**src/rtl/cart_bus_pkg.sv**
```systemverilog
// Shared types and default timing for the cartridge bus controller.
package cart_bus_pkg;

    typedef enum logic [2:0] {
        RST_HOLD,
        IDLE,
        SETUP,
        STROBE,
        HOLD
    } cart_state_t;

    localparam int unsigned DEF_ADDR_W       = 16;
    localparam int unsigned DEF_DATA_W       = 8;
    localparam int unsigned DEF_SETUP_CYC    = 2;
    localparam int unsigned DEF_STROBE_CYC   = 4;
    localparam int unsigned DEF_RST_HOLD_CYC = 16777215;

    function automatic int unsigned max_u(input int unsigned a, input int unsigned b);
        return (a > b) ? a : b;
    endfunction

endpackage

```
**src/rtl/cart_bus_ctrl_if.sv**
```systemverilog
// Core-side request/response bundle between the boy core and cart_bus_ctrl.
interface cart_bus_ctrl_if #(
    parameter int unsigned ADDR_W = 16,
    parameter int unsigned DATA_W = 8
) ();

    logic              core_req;
    logic              core_we;
    logic [ADDR_W-1:0] core_addr;
    logic [DATA_W-1:0] core_wdata;
    logic              core_ready;
    logic [DATA_W-1:0] core_rdata;
    logic              core_rvalid;

    modport master (
        output core_req,
        output core_we,
        output core_addr,
        output core_wdata,
        input  core_ready,
        input  core_rdata,
        input  core_rvalid
    );

    modport slave (
        input  core_req,
        input  core_we,
        input  core_addr,
        input  core_wdata,
        output core_ready,
        output core_rdata,
        output core_rvalid
    );

endinterface

```
**src/rtl/cart_bus_ctrl_rst_seq.sv**
```systemverilog
// Cartridge reset sequencer: holds cart_rst_n low for RST_HOLD_CYC cycles
// after rst_n release or the last cycle of ext_reset.
module cart_rst_seq #(
    parameter int unsigned RST_HOLD_CYC = 16777215
) (
    input  logic clk,
    input  logic rst_n,
    input  logic ext_reset,
    output logic hold_done,
    output logic cart_rst_n
);

    localparam int unsigned CNT_W = $clog2(RST_HOLD_CYC + 1);
    localparam logic [CNT_W-1:0] CNT_LAST = CNT_W'(RST_HOLD_CYC - 1);

    logic [CNT_W-1:0] cnt;

    always_ff @(posedge clk or negedge rst_n) begin
        if (!rst_n) begin
            cnt        <= '0;
            cart_rst_n <= 1'b0;
        end else if (ext_reset) begin
            cnt        <= '0;
            cart_rst_n <= 1'b0;
        end else if (!cart_rst_n) begin
            if (cnt == CNT_LAST) begin
                cart_rst_n <= 1'b1;
            end else begin
                cnt <= cnt + CNT_W'(1);
            end
        end
    end

    // Same-edge signal so the bus FSM leaves RST_HOLD exactly when cart_rst_n rises.
    assign hold_done = !cart_rst_n && (cnt == CNT_LAST);

endmodule

```
**src/rtl/cart_bus_ctrl.sv**
```systemverilog
// Registered bus-cycle engine between the core memory port and cartridge pins,
// with programmable setup/strobe timing and a sequenced cartridge reset.
module cart_bus_ctrl
    import cart_bus_pkg::*;
#(
    parameter int unsigned ADDR_W       = DEF_ADDR_W,
    parameter int unsigned DATA_W       = DEF_DATA_W,
    parameter int unsigned SETUP_CYC    = DEF_SETUP_CYC,
    parameter int unsigned STROBE_CYC   = DEF_STROBE_CYC,
    parameter int unsigned RST_HOLD_CYC = DEF_RST_HOLD_CYC
) (
    input  logic              clk,
    input  logic              rst_n,
    input  logic              ext_reset,
    cart_bus_ctrl_if.slave    core,
    output logic [ADDR_W-1:0] cart_addr,
    output logic [DATA_W-1:0] cart_dout,
    output logic              cart_doe,
    input  logic [DATA_W-1:0] cart_din,
    output logic              cart_rd_n,
    output logic              cart_wr_n,
    output logic              cart_rst_n
);

    localparam int unsigned PH_MAX = max_u(SETUP_CYC, STROBE_CYC);
    localparam int unsigned PH_W   = $clog2(PH_MAX + 1);
    localparam logic [PH_W-1:0] SETUP_LAST  = PH_W'(SETUP_CYC - 1);
    localparam logic [PH_W-1:0] STROBE_LAST = PH_W'(STROBE_CYC - 1);

    generate
        if (SETUP_CYC < 1 || STROBE_CYC < 1 || RST_HOLD_CYC < 1) begin : g_bad_param
            $error("cart_bus_ctrl: SETUP_CYC, STROBE_CYC and RST_HOLD_CYC must be >= 1");
        end
    endgenerate

    cart_state_t       state;
    logic [PH_W-1:0]   ph_cnt;
    logic              we_q;
    logic              ready_q;
    logic              rvalid_q;
    logic [DATA_W-1:0] rdata_q;
    logic              hold_done;

    cart_rst_seq #(
        .RST_HOLD_CYC (RST_HOLD_CYC)
    ) u_rst_seq (
        .clk        (clk),
        .rst_n      (rst_n),
        .ext_reset  (ext_reset),
        .hold_done  (hold_done),
        .cart_rst_n (cart_rst_n)
    );

    always_ff @(posedge clk or negedge rst_n) begin
        if (!rst_n) begin
            state     <= RST_HOLD;
            ph_cnt    <= '0;
            we_q      <= 1'b0;
            cart_addr <= '0;
            cart_dout <= '0;
            cart_doe  <= 1'b0;
            cart_rd_n <= 1'b1;
            cart_wr_n <= 1'b1;
            ready_q   <= 1'b0;
            rvalid_q  <= 1'b0;
            rdata_q   <= '0;
        end else if (ext_reset) begin
            // Abort: address/data pins and last read data are left as they were.
            state     <= RST_HOLD;
            ph_cnt    <= '0;
            cart_doe  <= 1'b0;
            cart_rd_n <= 1'b1;
            cart_wr_n <= 1'b1;
            ready_q   <= 1'b0;
            rvalid_q  <= 1'b0;
        end else begin
            rvalid_q <= 1'b0;
            case (state)
                RST_HOLD: begin
                    if (hold_done) begin
                        state   <= IDLE;
                        ready_q <= 1'b1;
                    end
                end
                IDLE: begin
                    if (core.core_req) begin
                        state     <= SETUP;
                        ph_cnt    <= SETUP_LAST;
                        we_q      <= core.core_we;
                        cart_addr <= core.core_addr;
                        cart_dout <= core.core_wdata;
                        cart_doe  <= core.core_we;
                        ready_q   <= 1'b0;
                    end
                end
                SETUP: begin
                    if (ph_cnt == '0) begin
                        state     <= STROBE;
                        ph_cnt    <= STROBE_LAST;
                        cart_rd_n <= we_q;
                        cart_wr_n <= !we_q;
                    end else begin
                        ph_cnt <= ph_cnt - PH_W'(1);
                    end
                end
                STROBE: begin
                    if (ph_cnt == '0) begin
                        state     <= HOLD;
                        cart_rd_n <= 1'b1;
                        cart_wr_n <= 1'b1;
                        if (!we_q) begin
                            rdata_q  <= cart_din;
                            rvalid_q <= 1'b1;
                        end
                    end else begin
                        ph_cnt <= ph_cnt - PH_W'(1);
                    end
                end
                HOLD: begin
                    state    <= IDLE;
                    cart_doe <= 1'b0;
                    ready_q  <= 1'b1;
                end
                default: begin
                    state     <= RST_HOLD;
                    cart_doe  <= 1'b0;
                    cart_rd_n <= 1'b1;
                    cart_wr_n <= 1'b1;
                    ready_q   <= 1'b0;
                end
            endcase
        end
    end

    assign core.core_ready  = ready_q;
    assign core.core_rvalid = rvalid_q;
    assign core.core_rdata  = rdata_q;

endmodule
```
**src/flat_wrapper.sv**
```systemverilog
// flat-port wrapper written by rule: the top's interface ports become plain ports
module cart_bus_ctrl_flat import cart_bus_pkg::*;
#(
    parameter int unsigned ADDR_W       = DEF_ADDR_W,
    parameter int unsigned DATA_W       = DEF_DATA_W,
    parameter int unsigned SETUP_CYC    = DEF_SETUP_CYC,
    parameter int unsigned STROBE_CYC   = DEF_STROBE_CYC,
    parameter int unsigned RST_HOLD_CYC = DEF_RST_HOLD_CYC
)
  (clk, rst_n, ext_reset, cart_addr, cart_dout, cart_doe, cart_din, cart_rd_n, cart_wr_n, cart_rst_n, core_core_req, core_core_we, core_core_addr, core_core_wdata, core_core_ready, core_core_rdata, core_core_rvalid);
  cart_bus_ctrl_if #(.ADDR_W(ADDR_W), .DATA_W(DATA_W)) core_i ();
  input  logic clk;
  input  logic rst_n;
  input  logic ext_reset;
  output logic [ADDR_W-1:0] cart_addr;
  output logic [DATA_W-1:0] cart_dout;
  output logic cart_doe;
  input  logic [DATA_W-1:0] cart_din;
  output logic cart_rd_n;
  output logic cart_wr_n;
  output logic cart_rst_n;
  input wire logic [$bits(core_i.core_req)-1:0] core_core_req;
  input wire logic [$bits(core_i.core_we)-1:0] core_core_we;
  input wire logic [$bits(core_i.core_addr)-1:0] core_core_addr;
  input wire logic [$bits(core_i.core_wdata)-1:0] core_core_wdata;
  output wire logic [$bits(core_i.core_ready)-1:0] core_core_ready;
  output wire logic [$bits(core_i.core_rdata)-1:0] core_core_rdata;
  output wire logic [$bits(core_i.core_rvalid)-1:0] core_core_rvalid;
  assign core_i.core_req = core_core_req;
  assign core_i.core_we = core_core_we;
  assign core_i.core_addr = core_core_addr;
  assign core_i.core_wdata = core_core_wdata;
  assign core_core_ready = core_i.core_ready;
  assign core_core_rdata = core_i.core_rdata;
  assign core_core_rvalid = core_i.core_rvalid;
  cart_bus_ctrl #(.ADDR_W(ADDR_W), .DATA_W(DATA_W), .SETUP_CYC(SETUP_CYC), .STROBE_CYC(STROBE_CYC), .RST_HOLD_CYC(RST_HOLD_CYC)) u_core (.clk(clk), .rst_n(rst_n), .ext_reset(ext_reset), .core(core_i), .cart_addr(cart_addr), .cart_dout(cart_dout), .cart_doe(cart_doe), .cart_din(cart_din), .cart_rd_n(cart_rd_n), .cart_wr_n(cart_wr_n), .cart_rst_n(cart_rst_n));
endmodule
```
**config.mk**
```make
export PLATFORM = sky130hd
export DESIGN_NAME = cart_bus_ctrl_flat
export DESIGN_NICKNAME = d
export VERILOG_FILES = /design/src/rtl/cart_bus_pkg.sv /design/src/rtl/cart_bus_ctrl_if.sv /design/src/rtl/cart_bus_ctrl_rst_seq.sv /design/src/rtl/cart_bus_ctrl.sv /design/src/flat_wrapper.sv
export SDC_FILE = /design/constraint.sdc
export NUM_CORES = 1
export LEC_CHECK = 0
export CORE_MARGIN = 2
export CORE_UTILIZATION = 54
export CTS_CLUSTER_DIAMETER = 30
export DETAILED_ROUTE_END_ITERATION = 12
export PLACE_DENSITY = 0.86
export RECOVER_POWER = 25
export SLEW_MARGIN = 40
export SYNTH_ARGS = -nofsm -noshare
export SYNTH_HDL_FRONTEND = slang
export SYNTH_SLANG_ARGS = --single-unit
```
**constraint.sdc**
```tcl
create_clock -name clk -period 5.6 [get_ports clk]
set_input_delay 0.56 -clock clk [delete_from_list [all_inputs] [get_ports clk]]
set_output_delay 0.56 -clock clk [all_outputs]
set_load 0.02 [all_outputs]
```
==> impl_results.md, run 1 <==
* Fmax achieved at 423.3 MHz
* Post-CTS resize count at 0
* Worst hold slack at 0.2860 ns
* LEAKAGE at 0.001843 µW
* Leading area contributor after synthesis: dfrtp_1
* Nets at 396
* Seq cells post-synth at 69
* CP Max Fanout at 36
* I/O pin cnt at 75
* Hold-fix buffers at CTS at 0
* TritonCTS buffer count at 9
* GRT overflow at 0
* Top post-synthesis cells by area: dfrtp_1 (52%), mux2_2 (12%), xnor2_1 (6.0%)
* Vias in the first global route at 2,453
* H-tree levels at 3
* RSZ-0062 raised after global routing: no
* Multi-input logic area at 1401 µm²
* HPWL after detailed placement at 4.859 mm
* DRT Pass-1 Iters at 4
* Remaining DRCs at 0
* Mean post-synth cell area at 11.46 µm²
* Setup TNS at 0 ns
* Share of cells above drive strength 1 at 0.1944
* Crit end category: register
* Largest net degree at the start of global routing at 70
* Seq/Total Area, Yosys at 0.5390
* Clk sink count at 69
* Clk slew on worst S/H paths at 0.08 ns
* Worst setup path endpoint: u_core.core.core_rdata[5]
* Fin worst setup slack at 3.238 ns
* Die W at 81.08 µm
* Fill cell total of the finished layout at 400
* Power density cells at 225.4 nW/µm²
* Status: finished clean
* Post-synth EDFFs at 0
* Final min period at 2.362 ns
* First-pass GRT wire length at 11.79 mm
* DRT iter0 DRCs at 147
* DR WL/cell at 16.39 µm
* Core area at 5816 µm²
* Total power at 954.8 µW
* Synth Instances at 280
* Worst-Skew Late Latency at 0.35 ns
* RD Place Congestion at 0.7515
* Critical Path AT at 2.61 ns
* CP Launch Type: input pin
* R2R depth at 6
* Row cnt at 28
* R2R setup slack at 3.37 ns
* Synth warn at 0
* Mapped cell area at 3208 µm²
* Vias at 2,436
* Worst setup path startpoint: ext_reset
* Syn-to-layout area delta at 32.02%
* Critical Setup Path Class: in -> reg
* Die height at 81.08 µm
* Ys flop type: dfrtp_1
* Sequential Area at 1729 µm²
* Finished Core Util at 0.7283
* Initial antenna violation count at 0
* MaxCap Viol Count at 0
* Worst r2r dst: u_core.u_rst_seq.cnt[13]
* Yosys top cell area share at 0.5226
* Starting density of the core at 0.5516
* Synth cell types at 41
* Port-buffer cells at 74
* Total Routed Length at 7.131 mm
* Gr usage total at 0.2362
* Via/cell ratio at 5.600
* Diode count at 0
* Slew Viols, Final at 0
* Syn_nets at 321
* CTS tree: yes
* FF-to-FF Start: u_core.u_rst_seq.cnt[4]
* DRT antenna net count at 0
* Slew at the pin with the worst max-slew slack at 0.6249 ns
* Clock Path Buffers at 2
* Worst vdd ir at 0.1550 mV
* DP Worst Slack at 2.868 ns
* Final setup violation count at 0
* DIE AREA at 6573 µm²
* Worst min path class: in -> async
* Final-report hold violation count at 0
* Clock root cell: clkbuf_8
* Req. time, crit path at 5.84 ns
* Rel. slew slack at 0.5811
* Setup Fix Bufs, Post-CTS at 0
* Asr flop ratio synth at 1.000
* Max Clock Skew at 0.008599 ns
* Final Cycle Share at 0.4219
sequential cells by signal, summed over array words and instances (netlist names):
signal	count
u_core.ph_cnt	3
u_core.cart_doe	1
u_core.cart_addr	16
u_core.u_rst_seq.cart_rst_n	1
u_core.cart_rd_n	1
u_core.core.core_rvalid	1
u_core.u_rst_seq.cnt	24
u_core.we_q	1
u_core.cart_dout	8
u_core.state	3
u_core.core.core_ready	1
u_core.cart_wr_n	1
u_core.core.core_rdata	8
per-layer routing:
metal  track usage  part of all wire  wire, µm
met1        0.3087              0.43      3040
met2        0.3901              0.51      3647
met3       0.05222             0.047       335
met4       0.08136             0.015       108
met5             0                 0         0
Yosys cell counts (4+ instances only):
cell      instances
nand3_1          10
mux2_2           35
clkbuf_1         11
inv_1            11
nand2_1           8
nor2_1           35
nor3_1            6
ha_1              4
a211oi_1          5
dfrtp_1          67
xnor2_1          22
nand4_1           6
or4_1             4
a21oi_1          16
metrics by stage:
stage	area, µm²	cells
final	4235	435
after global routing	4235	435
after CTS	4235	435
after detailed placement	4035	419
after global placement	4018	419
after floorplan	3208	280
report_power, final:
group | switching (µW) | internal (µW) | leakage, µW
sequential | 2.78 | 500 | 0.000955
combinational | 20.0 | 26.0 | 0.000793
clock | 190 | 216 | 0.0000943
total | 213 | 742 | 0.00184
critical path, cell delays in order:
cell and delay (ns):
clkdlybuf4s50_1 0.40, buf_4 0.25, nor2_1 0.20, nand2_1 0.20
nor3_2 0.58, mux2_2 0.41
cell type report:
type	instances	area share
inverter	11	0.009749
multi-input combinational	186	0.3309
sequential	69	0.4083
tap	75	0.02216
clock inverter	6	0.01477
clock buffer	10	0.03250
timing repair buffer	78	0.1817
cell families after synthesis:
family / count (synthesis) / share of synthesized area
buf+inv: 25 / 0.03042
fa+ha+maj: 4 / 0.01560
simple gates: 87 / 0.1459
flops: 69 / 0.5390
mux: 36 / 0.1260
xor+xnor: 22 / 0.06006
compound gates: 37 / 0.08308
layout by cell type (no fill, tap or decap), types with 2 or more instances in the layout:
| cell | n |
|---|---|
| a2111oi_2 | 3 |
| nor3_1 | 6 |
| o21ai_0 | 3 |
| a21oi_1 | 16 |
| nor2_1 | 35 |
| nor2b_1 | 2 |
| inv_1 | 11 |
| clkdlybuf4s50_1 | 73 |
| buf_4 | 3 |
| clkbuf_8 | 10 |
| a211oi_1 | 5 |
| nor4_4 | 2 |
| dfstp_2 | 2 |
| nand3_1 | 9 |
| clkinvlp_4 | 3 |
| clkinv_2 | 2 |
| dfrtp_1 | 67 |
| a311oi_1 | 3 |
| nand4_1 | 6 |
| xnor2_1 | 22 |
| ha_1 | 4 |
| nor4_1 | 2 |
| nand2_1 | 8 |
| a2111oi_0 | 2 |
| mux2_2 | 35 |
| or4_1 | 4 |
worst min-delay path by stage:
stage,cells after the start,slack (ns),end,start
2_1_floorplan,0,0.26,u_core.cart_addr[0],rst_n
3_3_place_gp,1,0.48,u_core.ph_cnt[0],u_core.ph_cnt[0]
3_5_place_dp,1,0.49,u_core.cart_dout[6],u_core.cart_dout[6]
4_1_cts,2,0.32,u_core.u_rst_seq.cnt[5],rst_n
5_1_grt,2,0.35,u_core.u_rst_seq.cnt[5],rst_n
6_report,2,0.29,u_core.u_rst_seq.cnt[5],rst_n
Power figures use the tool's default switching activity.
==> run 2, diff against run 1 <==
CORE_UTILIZATION = 50   (was 54)
PLACE_DENSITY = 0.81   (was 0.86)
clock period = 2.35 ns   (was 5.6 ns; I/O delays follow)
==> run 2 against run 1 <==
Effect of this change:
- largest power group unchanged
- combinational power increased by 130%
- power increased by 140%
- final cell count increased by 1.4%
- global-route usage decreased by 3.1 points
- sequential cell count unchanged
- core utilization decreased by 5.1 points
- sequential power increased by 140%
- die area increased by 7.6%
- non-clock buffer count increased by 4
- the flow now finishes with violations (capacitance limit, slew limit)
- clock skew decreased by 0.00053 ns
- first-iteration DRC count decreased by 56%
- critical path depth decreased by 1
==> impl_results.md, run 2 (synthesis gave the netlist of run 1 again) <==
* Status: finished, violations left (was finished clean)
* Finished Core Util at 0.6771 (was 0.7283)
* Slew at the pin with the worst max-slew slack at 1.678 ns (was 0.6249 ns)
* Largest regs: u_core.u_rst_seq.cnt (24), u_core.cart_addr (16) (unchanged)
* DP Worst Slack at 0.3460 ns (was 2.868 ns)
* Critical Setup Path Class: reg -> reg (was in -> reg)
* CP Max Fanout at 7 (was 36)
* MaxCap Viol Count at 1 (was 0)
* Highest-count cells in the layout ignoring fill and taps: clkdlybuf4s50_1 (73), dfrtp_1 (67), nor2_1 (35), mux2_2 (35), xnor2_1 (22) (unchanged)
* Total Routed Length at 6.644 mm (was 7.131 mm)
* Syn-to-layout area delta at 32.49% (was 32.02%)
* Crit end category: register (unchanged)
* Clk sink count at 69 (unchanged)
* DR WL/cell at 15.07 µm (was 16.39 µm)
* Max Clock Skew at 0.008068 ns (was 0.008599 ns)
* Row cnt at 29 (was 28)
* TritonCTS buffer count at 9 (unchanged)
* Initial antenna violation count at 0 (unchanged)
* LEAKAGE at 0.001843 µW (about the same)
* RSZ-0062 raised after global routing: no (unchanged)
* RD Place Congestion at 0.7953 (was 0.7515)
* R2R setup slack at 0.33 ns (was 3.37 ns)
* Reg with most FFs: u_core.u_rst_seq.cnt (unchanged)
* Most common cell after layout, fill and taps aside: clkdlybuf4s50_1 (unchanged)
* Post-Layout Cell Count at 441 (was 435)
* GRT overflow at 0 (unchanged)
* Failing checks: capacitance limit, slew limit
* H-tree levels at 3 (unchanged)
* Largest register FFs at 24 (unchanged)
* Share of cells above drive strength 1 at 0.1978 (was 0.1944)
* Port-buffer cells at 74 (unchanged)
* Final-report hold violation count at 0 (unchanged)
* Slew Viols, Final at 70 (was 0)
* Hold-fix buffers at CTS at 1 (was 0)
* Die W at 84.10 µm (was 81.08 µm)
* Critical Path AT at 2.23 ns (was 2.61 ns)
* Core area at 6277 µm² (was 5816 µm²)
* I/O pin cnt at 75 (unchanged)
* CTS tree: yes (unchanged)
* Largest net degree at the start of global routing at 70 (unchanged)
* DRT iter0 DRCs at 65 (was 147)
* Gr usage total at 0.2055 (was 0.2362)
* Power density cells at 533.4 nW/µm² (was 225.4 nW/µm²)
* DRT antenna net count at 0 (unchanged)
* Vias in the first global route at 2,533 (was 2,453)
* Clock root cell: clkbuf_8 (unchanged)
* DP Cell Count at 424 (was 419)
* Req. time, crit path at 2.56 ns (was 5.84 ns)
* DIE AREA at 7073 µm² (was 6573 µm²)
* Clock Path Buffers at 2 (unchanged)
* Post-CTS resize count at 0 (unchanged)
* Vias at 2,401 (was 2,436)
* Worst hold slack at 0.5010 ns (was 0.2860 ns)
* Die height at 84.10 µm (was 81.08 µm)
* Worst-Skew Late Latency at 0.34 ns (was 0.35 ns)
* Via/cell ratio at 5.444 (was 5.600)
* DRT Pass-1 Iters at 5 (was 4)
* Rel. slew slack at -0.1186 (was 0.5811)
* Final setup violation count at 0 (unchanged)
* Setup Fix Bufs, Post-CTS at 0 (unchanged)
* HPWL after detailed placement at 4.651 mm (was 4.859 mm)
* Fmax achieved at 495.4 MHz
* Final min period at 2.019 ns
* Nets at 400 (was 396)
* Worst min path class: in -> reg (was in -> async)
* Starting density of the core at 0.5111 (was 0.5516)
* Final Cycle Share at 0.8590
* Fin worst setup slack at 0.3315 ns (was 3.238 ns)
* Worst vdd ir at 0.3805 mV (was 0.1550 mV)
* Remaining DRCs at 0 (unchanged)
* First-pass GRT wire length at 11.74 mm (was 11.79 mm)
* Setup TNS at 0 ns (unchanged)
* Clk slew on worst S/H paths at 0.08 ns (about the same)
* CP Launch Type: register (was input pin)
* Diode count at 0 (unchanged)
[run 2: cell types whose count changed in the layout (fill, tap and decap cells not counted), sizes merged]
cell / before / now
buf: 5 / 7
clkbuf: 10 / 11
dlygate4sd3: 0 / 1
[run 2: worst paths after layout]
kind                                               from                  endpoint  cells after the start
min in group asynchronous                         rst_n   u_core.u_rst_seq.cnt[1]                      3
max in group asynchronous                         rst_n      u_core.cart_addr[13]                      3
worst min-delay path                  core_core_addr[8]       u_core.cart_addr[8]                      2
worst max-delay path            u_core.u_rst_seq.cnt[4]  u_core.u_rst_seq.cnt[21]                      5
worst min register to register     u_core.cart_addr[15]      u_core.cart_addr[15]                      1
worst max register to register  u_core.u_rst_seq.cnt[4]  u_core.u_rst_seq.cnt[21]                      5
[run 2: where the power goes]
group / leakage [µW] / switching (µW) / internal, µW
clock network: 0.0000943 / 446 / 515
registers: 0.000955 / 6.76 / 1190
logic: 0.000794 / 46.5 / 61.4
total: 0.00184 / 500 / 1770
[run 2: area by class of cell]
type | count | area, µm²
fill | 510 | 2027
tap | 77 | 96.34
sequential | 69 | 1729
clock buffer | 10 | 137.6
clock inverter | 6 | 62.56
inverter | 11 | 41.29
timing repair buffer | 82 | 795.8
multi-input combinational | 186 | 1388
[run 2: layer usage]
metal,up-vias,global-route usage,part of all wire
met1,1176,0.2552,0.43
met3,12,0.04649,0.038
met4,0,0.09531,0.023
li1,1153,-,-
met5,-,0,0
met2,60,0.3420,0.51
[run 2: metrics by stage]
step	power, µW	area, µm²
6_report	2267	4250
5_1_grt	2352	4250
4_1_cts	2297	4265
3_5_place_dp	1333	4055
3_3_place_gp	1330	4055
2_1_floorplan	1241	3208
[run 2: worst max-delay path, stage by stage, from the launching register on]
cell and delay (ns):
dfrtp_1 0.44, nand4_2 0.22, or4_4 0.64, a2111oi_2 0.38
xnor2_1 0.16, nor2_1 0.05
==> run 3, diff against run 2 <==
PLACE_DENSITY = 0.8   (was 0.81)
==> run 3 against run 2 <==
Effect of this change:
- the flow still finishes with violations (capacitance limit, slew limit)
- first-iteration DRC count is 89% higher
- fmax fell by 1.3%
- power is 0.39% lower
- combinational power barely moved
- core utilization rose by 0.10 points
- largest power group unchanged
- highest routed layer unchanged
==> impl_results.md, run 3 (synthesis gave the netlist of run 1 again) <==
* Power density cells at 530.6 nW/µm² (was 533.4 nW/µm²)
* R2R depth at 5 (unchanged)
* Psw at 518.9 µW (was 499.7 µW)
* Largest register FFs at 24 (unchanged)
* DR WL/cell at 15.75 µm (was 15.07 µm)
* Clk sink count at 69 (unchanged)
* Failing checks: capacitance limit, slew limit (unchanged)
* Worst r2r dst: u_core.u_rst_seq.cnt[21] (unchanged)
* H-tree levels at 3 (unchanged)
* Clk network pwr share at 0.420 (was 0.424)
* Final-report hold violation count at 0 (unchanged)
* Multi-input logic area at 1388 µm² (unchanged)
* Final min period at 2.045 ns (was 2.019 ns)
* Worst-Skew Late Latency at 0.34 ns (about the same)
* Port-buffer cells at 74 (unchanged)
* Combinational power share at 0.049 (was 0.048)
* Highest-count cells in the layout ignoring fill and taps: clkdlybuf4s50_1 (73), dfrtp_1 (67), nor2_1 (35), mux2_2 (35), xnor2_1 (22) (unchanged)
* Crit end category: register (unchanged)
* Worst setup path endpoint: u_core.u_rst_seq.cnt[21] (unchanged)
* Req. time, crit path at 2.57 ns (was 2.56 ns)
* Critical path's top delay family: simple AND/OR/NAND/NOR gates (unchanged)
* Largest net degree at the start of global routing at 41 (was 70)
* Remaining DRCs at 0 (unchanged)
* FF-to-FF Start: u_core.u_rst_seq.cnt[4] (unchanged)
* Clock root cell: clkbuf_8 (unchanged)
* Cell internal pwr at 1739 µW (was 1767 µW)
* Starting density of the core at 0.5111 (unchanged)
* Vias at 2,425 (was 2,401)
* GRT overflow at 0 (unchanged)
* Slowest stage delay, CP at 0.63 ns (was 0.64 ns)
* Fmax achieved at 488.9 MHz (was 495.4 MHz)
* Share of cells above drive strength 1 at 0.1906 (was 0.1978)
* Vias in the first global route at 2,492 (was 2,533)
* Gr usage total at 0.2082 (was 0.2055)
* Most common cell after layout, fill and taps aside: clkdlybuf4s50_1 (unchanged)
* Levels on crit path at 5 (unchanged)
* Largest regs: u_core.u_rst_seq.cnt (24), u_core.cart_addr (16) (unchanged)
* DRT iter0 DRCs at 123 (was 65)
* Total power at 2258 µW (was 2267 µW)
* Diode count at 0 (unchanged)
* Slew at the pin with the worst max-slew slack at 1.636 ns (was 1.678 ns)
* Critical Path AT at 2.26 ns (was 2.23 ns)
* Die W at 84.10 µm (unchanged)
* Slew Viols, Final at 30 (was 70)
* Clk slew on worst S/H paths at 0.08 ns (about the same)
* Sequential Area at 1729 µm² (unchanged)
* DRT antenna net count at 0 (unchanged)
* Total Routed Length at 6.915 mm (was 6.644 mm)
* Die height at 84.10 µm (unchanged)
* Clock Path Buffers at 2 (unchanged)
* CP cell instances: nand4_2 -> or4_4 -> a2111oi_2 -> xnor2_1 -> nor2_1 (unchanged)
* Post-CTS resize count at 0 (unchanged)
* Status: finished, violations left (unchanged)
* Max Clock Skew at 0.01093 ns (was 0.008068 ns)
* CP Max Fanout at 7 (unchanged)
* Setup Fix Bufs, Post-CTS at 0 (unchanged)
* Core area at 6277 µm² (unchanged)
* Rel. slew slack at -0.09089 (was -0.1186)
* LEAKAGE at 0.001840 µW (was 0.001843 µW)
* R2R setup slack at 0.30 ns (was 0.33 ns)
* CP max stage cell: or4_4 (unchanged)
* Worst vdd ir at 0.4125 mV (was 0.3805 mV)
* Syn-to-layout area delta at 32.68% (was 32.49%)
* Crit path buf inv count at 0 (unchanged)
* Critical Setup Path Class: reg -> reg (unchanged)
* Final Cycle Share at 0.8704 (was 0.8590)
* Row cnt at 29 (unchanged)
* Fill cell total of the finished layout at 479 (was 510)
* CP Launch Type: register (unchanged)
* Seq pwr share at 0.530 (was 0.528)
* First-pass GRT wire length at 11.82 mm (was 11.74 mm)
* Via/cell ratio at 5.524 (was 5.444)
* RD Place Congestion at 0.7858 (was 0.7953)
* I/O pin cnt at 75 (unchanged)
* Worst min path class: reg -> reg (was in -> reg)
* CTS tree: yes (unchanged)
* RSZ-0062 raised after global routing: no (unchanged)
* Worst hold slack at 0.4957 ns (was 0.5010 ns)
* HPWL after detailed placement at 4.924 mm (was 4.651 mm)
* DRT Pass-1 Iters at 4 (was 5)
* Initial antenna violation count at 0 (unchanged)
* Reg with most FFs: u_core.u_rst_seq.cnt (unchanged)
* DIE AREA at 7073 µm² (unchanged)
* Worst setup path startpoint: u_core.u_rst_seq.cnt[4] (unchanged)
* Setup TNS at 0 ns (unchanged)
* Final setup violation count at 0 (unchanged)
* TritonCTS buffer count at 9 (unchanged)
* MaxCap Viol Count at 1 (unchanged)
* Finished Core Util at 0.6781 (was 0.6771)
* Switching Fraction at 0.2298 (was 0.2204)
* Nets at 399 (was 400)
-- run 3: cell types whose count changed in the layout (fill, tap and decap cells not counted), sizes merged --
cell / previous run / this run
buf: 7 / 6
clkbuf: 11 / 10
clkinvlp: 3 / 2
inv: 11 / 12
-- run 3: worst min-delay path by stage --
stage	startpoint	end	depth (start not counted)
finish	u_core.ph_cnt[0]	u_core.ph_cnt[0]	1
global route	cart_din[5]	u_core.core.core_rdata[5]	2
global placement	rst_n	u_core.u_rst_seq.cart_rst_n	1
detailed placement	rst_n	u_core.u_rst_seq.cnt[1]	1
floorplan	rst_n	u_core.cart_addr[0]	0
CTS	rst_n	u_core.cart_addr[13]	2
-- run 3: timing repair --
item | in CTS | in global routing
endpoints found under the hold margin | 29 | 0
hold buffers | 1 | 0
setup endpoints to repair | 0 | 0
-- run 3: power by group through the flow --
stage	Combinational (µW)	Clock (µW)	Sequential, µW
final	111	950	1200
after global routing	124	1030	1200
after CTS	114	960	1200
after detailed placement	112	0	1220
after global placement	111	0	1220
after floorplan	21.1	0	1220
-- run 3: cell type report --
cell class / count / area share
multi-input cells: 186 / 0.3260
flip-flops and latches: 69 / 0.4062
clock inverters: 6 / 0.01499
clock buffers: 9 / 0.02910
well taps: 77 / 0.02263
repair buffers: 81 / 0.1914
inverters: 11 / 0.009700
-- run 3: metrics by stage --
step                cells  setup WS (ns)  instance area, µm²
CTS                   439         0.3226                4258
finish                439         0.3046                4257
floorplan             280         0.4687                3208
global placement      423         0.3992                4060
detailed placement    423         0.3178                4060
global route          439         0.1725                4257
-- run 3: per-layer routing --
| layer | track usage | up-vias | part of all wire |
|---|---|---|---|
| met3 | 0.05143 | 20 | 0.035 |
| met5 | 0 | - | 0 |
| met1 | 0.2616 | 1190 | 0.42 |
| met2 | 0.3456 | 67 | 0.51 |
| li1 | - | 1148 | - |
| met4 | 0.08504 | 0 | 0.035 |
